$ cat config.mk
export PLATFORM = sky130hd
export DESIGN_NAME = regfile_wb_arbiter
export DESIGN_NICKNAME = d
export VERILOG_FILES = /design/src/rtl/regfile_wb_arbiter.sv
export SDC_FILE = /design/constraint.sdc
export NUM_CORES = 1
export LEC_CHECK = 0
export ABC_AREA = 1
export CAP_MARGIN = 20
export CORE_ASPECT_RATIO = 1.2
export CORE_MARGIN = 3
export CORE_UTILIZATION = 63
export DETAILED_ROUTE_END_ITERATION = 6
export GPL_TIMING_DRIVEN = 0
export PLACE_DENSITY = 0.85
export SYNTH_ARGS = -nofsm -noshare
export SYNTH_HDL_FRONTEND = slang
export SYNTH_SLANG_ARGS = --single-unit
$ cat constraint.sdc
create_clock -name clk -period 7.73 [get_ports clk]
set_input_delay 1.546 -clock clk [delete_from_list [all_inputs] [get_ports clk]]
set_output_delay 1.546 -clock clk [all_outputs]
set_load 0.01 [all_outputs]
$ cat src/rtl/regfile_wb_arbiter.sv
// Writeback arbiter: two buffered result channels, round-robin into one
// register-file write port, with pending-write hazard flags.
module regfile_wb_arbiter #(
  parameter int data_width = 32,
  parameter int addr_width = 8,
  parameter int fifo_depth = 4
) (
  input  logic                  clk,
  input  logic                  rst,
  input  logic                  a_valid,
  output logic                  a_ready,
  input  logic [addr_width-1:0] a_addr,
  input  logic [data_width-1:0] a_data,
  input  logic                  b_valid,
  output logic                  b_ready,
  input  logic [addr_width-1:0] b_addr,
  input  logic [data_width-1:0] b_data,
  output logic                  we_out,
  output logic [addr_width-1:0] addr_wr_out,
  output logic [data_width-1:0] data_out,
  input  logic [addr_width-1:0] chk_addr_a,
  input  logic [addr_width-1:0] chk_addr_b,
  output logic                  busy_a,
  output logic                  busy_b,
  output logic                  idle
);

  localparam int PW = $clog2(fifo_depth);
  localparam int CW = PW + 1;

  typedef struct packed {
    logic [addr_width-1:0] addr;
    logic [data_width-1:0] data;
  } entry_t;

  entry_t          mem_q [2][fifo_depth];
  entry_t          mem_d [2][fifo_depth];
  logic [PW-1:0]   wr_ptr_q [2];
  logic [PW-1:0]   wr_ptr_d [2];
  logic [PW-1:0]   rd_ptr_q [2];
  logic [PW-1:0]   rd_ptr_d [2];
  logic [CW-1:0]   cnt_q [2];
  logic [CW-1:0]   cnt_d [2];
  logic            rr_q, rr_d;
  logic            we_q, we_d;
  logic [addr_width-1:0] addr_q, addr_d;
  logic [data_width-1:0] data_q, data_d;

  entry_t          in_e [2];
  entry_t          head [2];
  logic [1:0]      vld, rdy, push, nempty, grant;
  logic [addr_width-1:0] chk [2];
  logic [1:0]      busy;

  always_comb begin
    in_e[0] = {a_addr, a_data};
    in_e[1] = {b_addr, b_data};
    vld     = {b_valid, a_valid};
    chk[0]  = chk_addr_a;
    chk[1]  = chk_addr_b;
    for (int c = 0; c < 2; c++) begin
      rdy[c]    = !rst && (cnt_q[c] < CW'(fifo_depth));
      push[c]   = vld[c] && rdy[c] && (in_e[c].addr != '0);
      nempty[c] = cnt_q[c] != '0;
      head[c]   = mem_q[c][rd_ptr_q[c]];
    end
  end

  // rr_q == 0 favours A when both heads are present
  always_comb begin
    grant    = '0;
    grant[0] = nempty[0] && (!nempty[1] || !rr_q);
    grant[1] = nempty[1] && !grant[0];
    rr_d     = rr_q;
    if (grant[0]) rr_d = 1'b1;
    if (grant[1]) rr_d = 1'b0;
  end

  always_comb begin
    mem_d    = mem_q;
    wr_ptr_d = wr_ptr_q;
    rd_ptr_d = rd_ptr_q;
    cnt_d    = cnt_q;
    for (int c = 0; c < 2; c++) begin
      if (push[c]) begin
        mem_d[c][wr_ptr_q[c]] = in_e[c];
        wr_ptr_d[c] = wr_ptr_q[c] + 1'b1;
      end
      if (grant[c]) rd_ptr_d[c] = rd_ptr_q[c] + 1'b1;
      cnt_d[c] = cnt_q[c] + CW'(push[c]) - CW'(grant[c]);
    end
  end

  always_comb begin
    we_d   = |grant;
    addr_d = addr_q;
    data_d = data_q;
    unique case (1'b1)
      grant[0]: begin
        addr_d = head[0].addr;
        data_d = head[0].data;
      end
      grant[1]: begin
        addr_d = head[1].addr;
        data_d = head[1].data;
      end
      default: ;
    endcase
  end

  always_comb begin
    busy = '0;
    for (int k = 0; k < 2; k++) begin
      for (int ch = 0; ch < 2; ch++) begin
        for (int i = 0; i < fifo_depth; i++) begin
          if ((CW'(i) < cnt_q[ch]) &&
              (mem_q[ch][rd_ptr_q[ch] + PW'(i)].addr == chk[k]))
            busy[k] = 1'b1;
        end
      end
      if (we_q && (addr_q == chk[k])) busy[k] = 1'b1;
      if (chk[k] == '0) busy[k] = 1'b0;
    end
  end

  always_ff @(posedge clk) begin
    mem_q <= mem_d;
  end

  always_ff @(posedge clk) begin
    if (rst) begin
      for (int c = 0; c < 2; c++) begin
        wr_ptr_q[c] <= '0;
        rd_ptr_q[c] <= '0;
        cnt_q[c]    <= '0;
      end
      rr_q   <= 1'b0;
      we_q   <= 1'b0;
      addr_q <= '0;
      data_q <= '0;
    end else begin
      wr_ptr_q <= wr_ptr_d;
      rd_ptr_q <= rd_ptr_d;
      cnt_q    <= cnt_d;
      rr_q     <= rr_d;
      we_q     <= we_d;
      addr_q   <= addr_d;
      data_q   <= data_d;
    end
  end

  assign a_ready     = rdy[0];
  assign b_ready     = rdy[1];
  assign we_out      = we_q;
  assign addr_wr_out = addr_q;
  assign data_out    = data_q;
  assign busy_a      = busy[0];
  assign busy_b      = busy[1];
  assign idle        = (cnt_q[0] == '0) && (cnt_q[1] == '0) && !we_q;

endmodule

=== Yosys cells after proc, flatten, opt, wreduce, memory -nomap -nowiden ===
Cells that the tools add are included.

* Latch bits: 0
* Memories: 0
* Memory bits (writable): 0
* Output and inout port bits: 46
* Word-level logic and storage cells: 187
* Flip-flop bits (word level): 376
* ROM bits: 0
* Bits of input ports: 100

* Div/mod/pow operators: 0
* Add/subtract/negate cells: 12
* Bitwise gates (word level): 10
* Shift-type cells: 0
* Reductions and logical operators: 47
* Order comparisons: 22
* Eq/ne operators: 18
* Multiplexer cells: 52
* Multiply operators: 0

{| class="wikitable"
|+ Operators by type and width
! operator !! count
|-
| two-way mux 40 bit || 18
|-
| binary-select mux 40 bit (select 2 bit) || 8
|-
| bitwise mux 160 bit || 2
|-
| demux 40 bit (select 2 bit) || 2
|-
| == test 8 bit || 18
|-
| case mux 32 bit (2 select lines) || 1
|-
| >= comparator 3 bit, second input constant || 10
|-
| logical AND 1 bit || 30
|-
| inverter 2 -> 3 bit || 10
|-
| two-way mux 1 bit || 20
|-
| logical NOT 8 bit || 2
|-
| case mux 8 bit (2 select lines) || 1
|-
| nonzero test 8 bit || 2
|-
| less-than comparator 1 x 3 -> 1 bit, first input constant || 4
|-
| less-than comparator 2 x 3 -> 1 bit, first input constant || 4
|-
| adder 2 x 1 -> 2 bit, second input constant || 4
|-
| adder 2 bit, second input constant || 4
|-
| adder 3 x 1 -> 3 bit || 2
|-
| logical NOT 3 bit || 2
|-
| less-than comparator 3 x 1 -> 1 bit, second input constant || 2
|-
| less-than comparator 3 bit, second input constant || 2
|-
| nonzero test 3 bit || 2
|-
| subtractor 3 x 1 -> 3 bit || 2
|-
| logical NOT 1 bit || 5
|-
| other kinds (3) || 4
|}

=== Depth between registers and ports, before layout ===
* Depth after elaboration: 16
* Mapped depth: 17
* Depth with buffers taken out: 15

=== Least setup slack after synthesis ===
No wires, ideal clock.

* Path type: input-to-reg
* From: in rst
* To: reg mem_q[0] in the netlist's numbering, enable pin
* Buffers on the path: 1
* Stages: 6
* Arrival: 3.985 ns
* Setup time: 0.437 ns
* Data required time: 7.293 ns
* Path slack: 3.307 ns
* Cells stage by stage: clkbuf_1 > nor2_1 > nand2_1 > nor2_1 > inv_1 > nor2_1

* Cells in the longest elaborated chain, start to end: 4

{| class="wikitable"
|+ RTL lines
! what !! line !! text
|-
| from (decl) || 9 || <nowiki>input logic rst,</nowiki>
|-
| logical NOT 1 bit || 62 || <nowiki>rdy[c] = !rst && (cnt_q[c] < CW'(fifo_depth));</nowiki>
|-
| logical AND 1 bit || 62 ||
|-
| named net b_ready || 15 || <nowiki>output logic b_ready,</nowiki>
|-
| logical AND 1 bit (2 in series) || 63 || <nowiki>push[c] = vld[c] && rdy[c] && (in_e[c].addr != '0);</nowiki>
|-
| to (signal assigned) || 127 || <nowiki>mem_q <= mem_d;</nowiki>
|-
| to (decl) || 36 || <nowiki>entry_t mem_q [2][fifo_depth];</nowiki>
|}

The timed path passes the listed nets, and every way through them passes these cells.
A chain may end at the register's enable or synchronous reset.

=== Final worst setup path ===
* From: in chk_addr_a[1]
* To: out busy_a

* Cells in the longest elaborated chain, start to end: 12
* Elaborated cells between the ends (all ways): 29
* Those cells by class: eq/ne: 9; mux: 10; reduce/logical: 10

{| class="wikitable"
|+ RTL lines
! what !! line !! text
|-
| from (decl) || 21 || <nowiki>input logic [addr_width-1:0] chk_addr_a,</nowiki>
|-
| == test 8 bit || 117 || <nowiki>(mem_q[ch][rd_ptr_q[ch] + PW'(i)].addr == chk[k]))</nowiki>
|-
| logical AND 1 bit || 116 || <nowiki>if ((CW'(i) < cnt_q[ch]) &&</nowiki>
|-
| two-way mux 1 bit (8 in series) || 116 ||
|-
| two-way mux 1 bit || 121 || <nowiki>if (we_q && (addr_q == chk[k])) busy[k] = 1'b1;</nowiki>
|-
| two-way mux 1 bit (*) || 122 || <nowiki>if (chk[k] == '0) busy[k] = 1'b0;</nowiki>
|-
| to (decl) || 23 || <nowiki>output logic busy_a,</nowiki>
|}

Every way passes the cells marked *; elsewhere a longest branch is shown, timed or not.

==> metrics <==
outcome=finished with violations; violated checks=DRC; row cnt=68; total number of H-tree levels=2; global-route wire length before repair=98.8 mm; Final Cell Area=approximately 22,000 sq um; crit end category=primary output; met3 Track Usage GR=around 9%; GR Util met2=68.1%; Top cell by count, worst path=nor2_1; hold path startpoint=data_out[18]$_SDFFE_PP0P_; Setup WS pre-CTS=1740 ps; GRT Total Usage=41.7%; Hold-fix buffers, CTS=0; syn_area_per_cell=9.14 sq um; routed len/inst=roughly 26 um; Hold Fails Final Rpt=0; warning count from the yosys run=0; worst reg2reg path startpoint=cnt_q[4]$_SDFF_PP0_; CTS Buf Count=35; Post-CTS Setup Repair Bufs=0; Die Height=roughly 190 um; die area=31,400 sq um; Core ar.=28,800 sq um; detailed-placement wirelength estimate=43.5 mm; global route hottest layer=met2; post-cts resize count=0; switching power=3.81 mW; via-per-instance ratio=between 6 and 7; Synth area leaders=edfxtp_1 (52%), nand2_1 (12%), nand3_1 (11%), dfxtp_1 (6.1%), nor2_1 (2.7%); Worst-Skew Late Latency=between 500 and 600 ps; pins over their slew limit=0; Synth Register Bits=376; sequential power share=approximately 30%; critical path's top delay family=buffers and inverters; CP max stage delay=820 ps; Int Power=~4.7 mW; Max Cap Violations=0; Gate power share=approximately half; GRT Residual Overflow=0; Root Buffer=clkbuf_16; TritonCTS clock tree=done; vias in the first global route=16,709; worst-case vdd ir drop=0.269 mV; ys flop type=edfxtp_1; 1st-pass router iterations=7; post-synthesis async set-or-reset flop share=0%; Startpoint Class=input port; n_diodes=0; post-synth cell types=41; largest net degree at the start of global routing=28; Worst Tran Pin Value=989 ps; final period utilization=80.4%; WHS=498 ps; static leakage=8.58 nW; clk sink count=376; Port Buffer Count=130; Final WS setup=1520 ps; sequential area share after synthesis=between 50% and 60%; EDFF count, synth=320; top post-synthesis cells by count=nand2_1 (573), nand3_1 (391), edfxtp_1 (320); Yosys top cell area share=between 50% and 60%; count leader, synth=nand2_1; WP data required=6180 ps; setup_tns=0 ps; Mapped Area=18,400 sq um; met1 global-route usage=51.9%; Initial Util=64.0%; Clock power frac=between 20% and 30%; CTS clock-pin slew for the worst setup and hold paths=about 60 ps; number of DRC markers in iteration 0=just over 3,000; slowest CP cell=clkinv_1; DP Area=between 20,000 and 25,000 sq um; Clock Skews=a little under 20 ps; Final setup viols=0; Final #Nets=approximately 2,300; leading area contributor after synthesis=edfxtp_1; fraction of layout cells with a size suffix above 1=6.80%; CP startpoint=chk_addr_a[1]; Die Width=162 um; critical path cell sequence=clkbuf_1 > clkinv_1 > nand3_1 > nand2_1 > nor2_1 > nand3_1 > nor2_1 > nor2_1 > nand3_1 > nor2_1 > nor2_1 > clkdlybuf4s50_1; Worst slew margin=33.9%; crit-path max FO=10; io pins=146; gate count of the mapped netlist=2,019; critical path data arrival time=4670 ps; Hold Crit Class=reg2reg; number of nets still failing antenna checks after routing=0; drc violations=5; maximum buffer depth of the clock tree=3; CP Buf/Inv Count=3; Via Count=17,100; total wire length=66.7 mm; Net Sw Frac=between 40% and 50%; Placer Congestion=roughly 1.0; Period minus WS final=6210 ps; maximum clock frequency=161 MHz; CP Class=in2out; Synth Net Count=2,137; initial antenna violation count=1; area grow syn2layout=17.7%; unrepaired setup endpoints after global routing=no; Power Density=around 400 nW/um^2
[registers in the layout, indices dropped and copies added, names as in the netlist]
signal / flops
data_out: 32
cnt_q: 6
we_out: 1
rr_q: 1
rd_ptr_q: 4
wr_ptr_q: 4
mem_q: 320
addr_wr_out: 8
[layout by cell type (no fill, tap or decap), types with 16 or more instances in the layout]
| master | count |
|---|---|
| o22ai_1 | 17 |
| clkdlybuf4s50_1 | 130 |
| dfxtp_1 | 56 |
| o21ai_0 | 49 |
| inv_1 | 114 |
| a22oi_1 | 32 |
| ha_1 | 16 |
| nand2_1 | 573 |
| nand3_1 | 391 |
| clkbuf_1 | 51 |
| nor2_1 | 125 |
| clkbuf_16 | 36 |
| o21ai_1 | 16 |
| nand4_1 | 44 |
| xor2_1 | 20 |
| buf_2 | 36 |
| a21oi_1 | 50 |
| edfxtp_1 | 320 |
[path summary, 6_finish.rpt]
kind	end	slack [ps]	cells after the start
setup / recovery	busy_a	1520	12
hold / removal	data_out[18]$_SDFFE_PP0P_	500	2
setup reg to reg	cnt_q[2]$_SDFF_PP0_	4690	11
hold reg to reg	data_out[18]$_SDFFE_PP0P_	500	2
[power by group through the flow]
stage,Combinational (mW),Sequential [mW],Clock [mW]
4_1_cts,3.96,2.50,1.86
3_5_place_dp,3.85,2.54,0
5_1_grt,4.40,2.52,1.93
2_1_floorplan,2.47,2.54,0
6_report,4.12,2.52,1.87
3_3_place_gp,3.72,2.54,0
[stage by stage]
stage               utilization, %  cells  power, mW
finish                        75.2   2605       8.52
global route                  75.2   2605       8.85
CTS                           75.2   2605       8.32
detailed placement            71.0   2542       6.39
global placement              70.1   2534       6.26
floorplan                        -   2019       5.00
[cell type report]
class                   instances  area (sq um)
multi-input cells            1394          6660
clock buffers                  44           971
plain buffers                 116           612
inverters                     133           499
fillers                      1855          7140
clock inverters                19           260
well taps                     385           482
repair buffers                138          1480
flip-flops and latches        376         10700
[worst min-delay path, stage by stage, from the launching register on]
cell and delay (ps):
dfxtp_1 330, a21oi_1 60, nor2_1 80
[routing by layer]
layer | vias to the layer above | part of all wire (%) | wire [um]
met3 | 361 | 12 | 8330
li1 | 7315 | - | -
met4 | 2 | 7.1 | 4710
met5 | - | 0.021 | 14
met2 | 1555 | 47 | 31600
met1 | 7867 | 33 | 22100
[cell families after synthesis]
group | synth area share (%)
compound gates | 6.00
fa+ha+maj | 1.30
simple gates | 27.3
flops | 58.2
buf+inv | 6.02
xor+xnor | 1.23
Note: power is estimated with default switching activity, not from simulation.
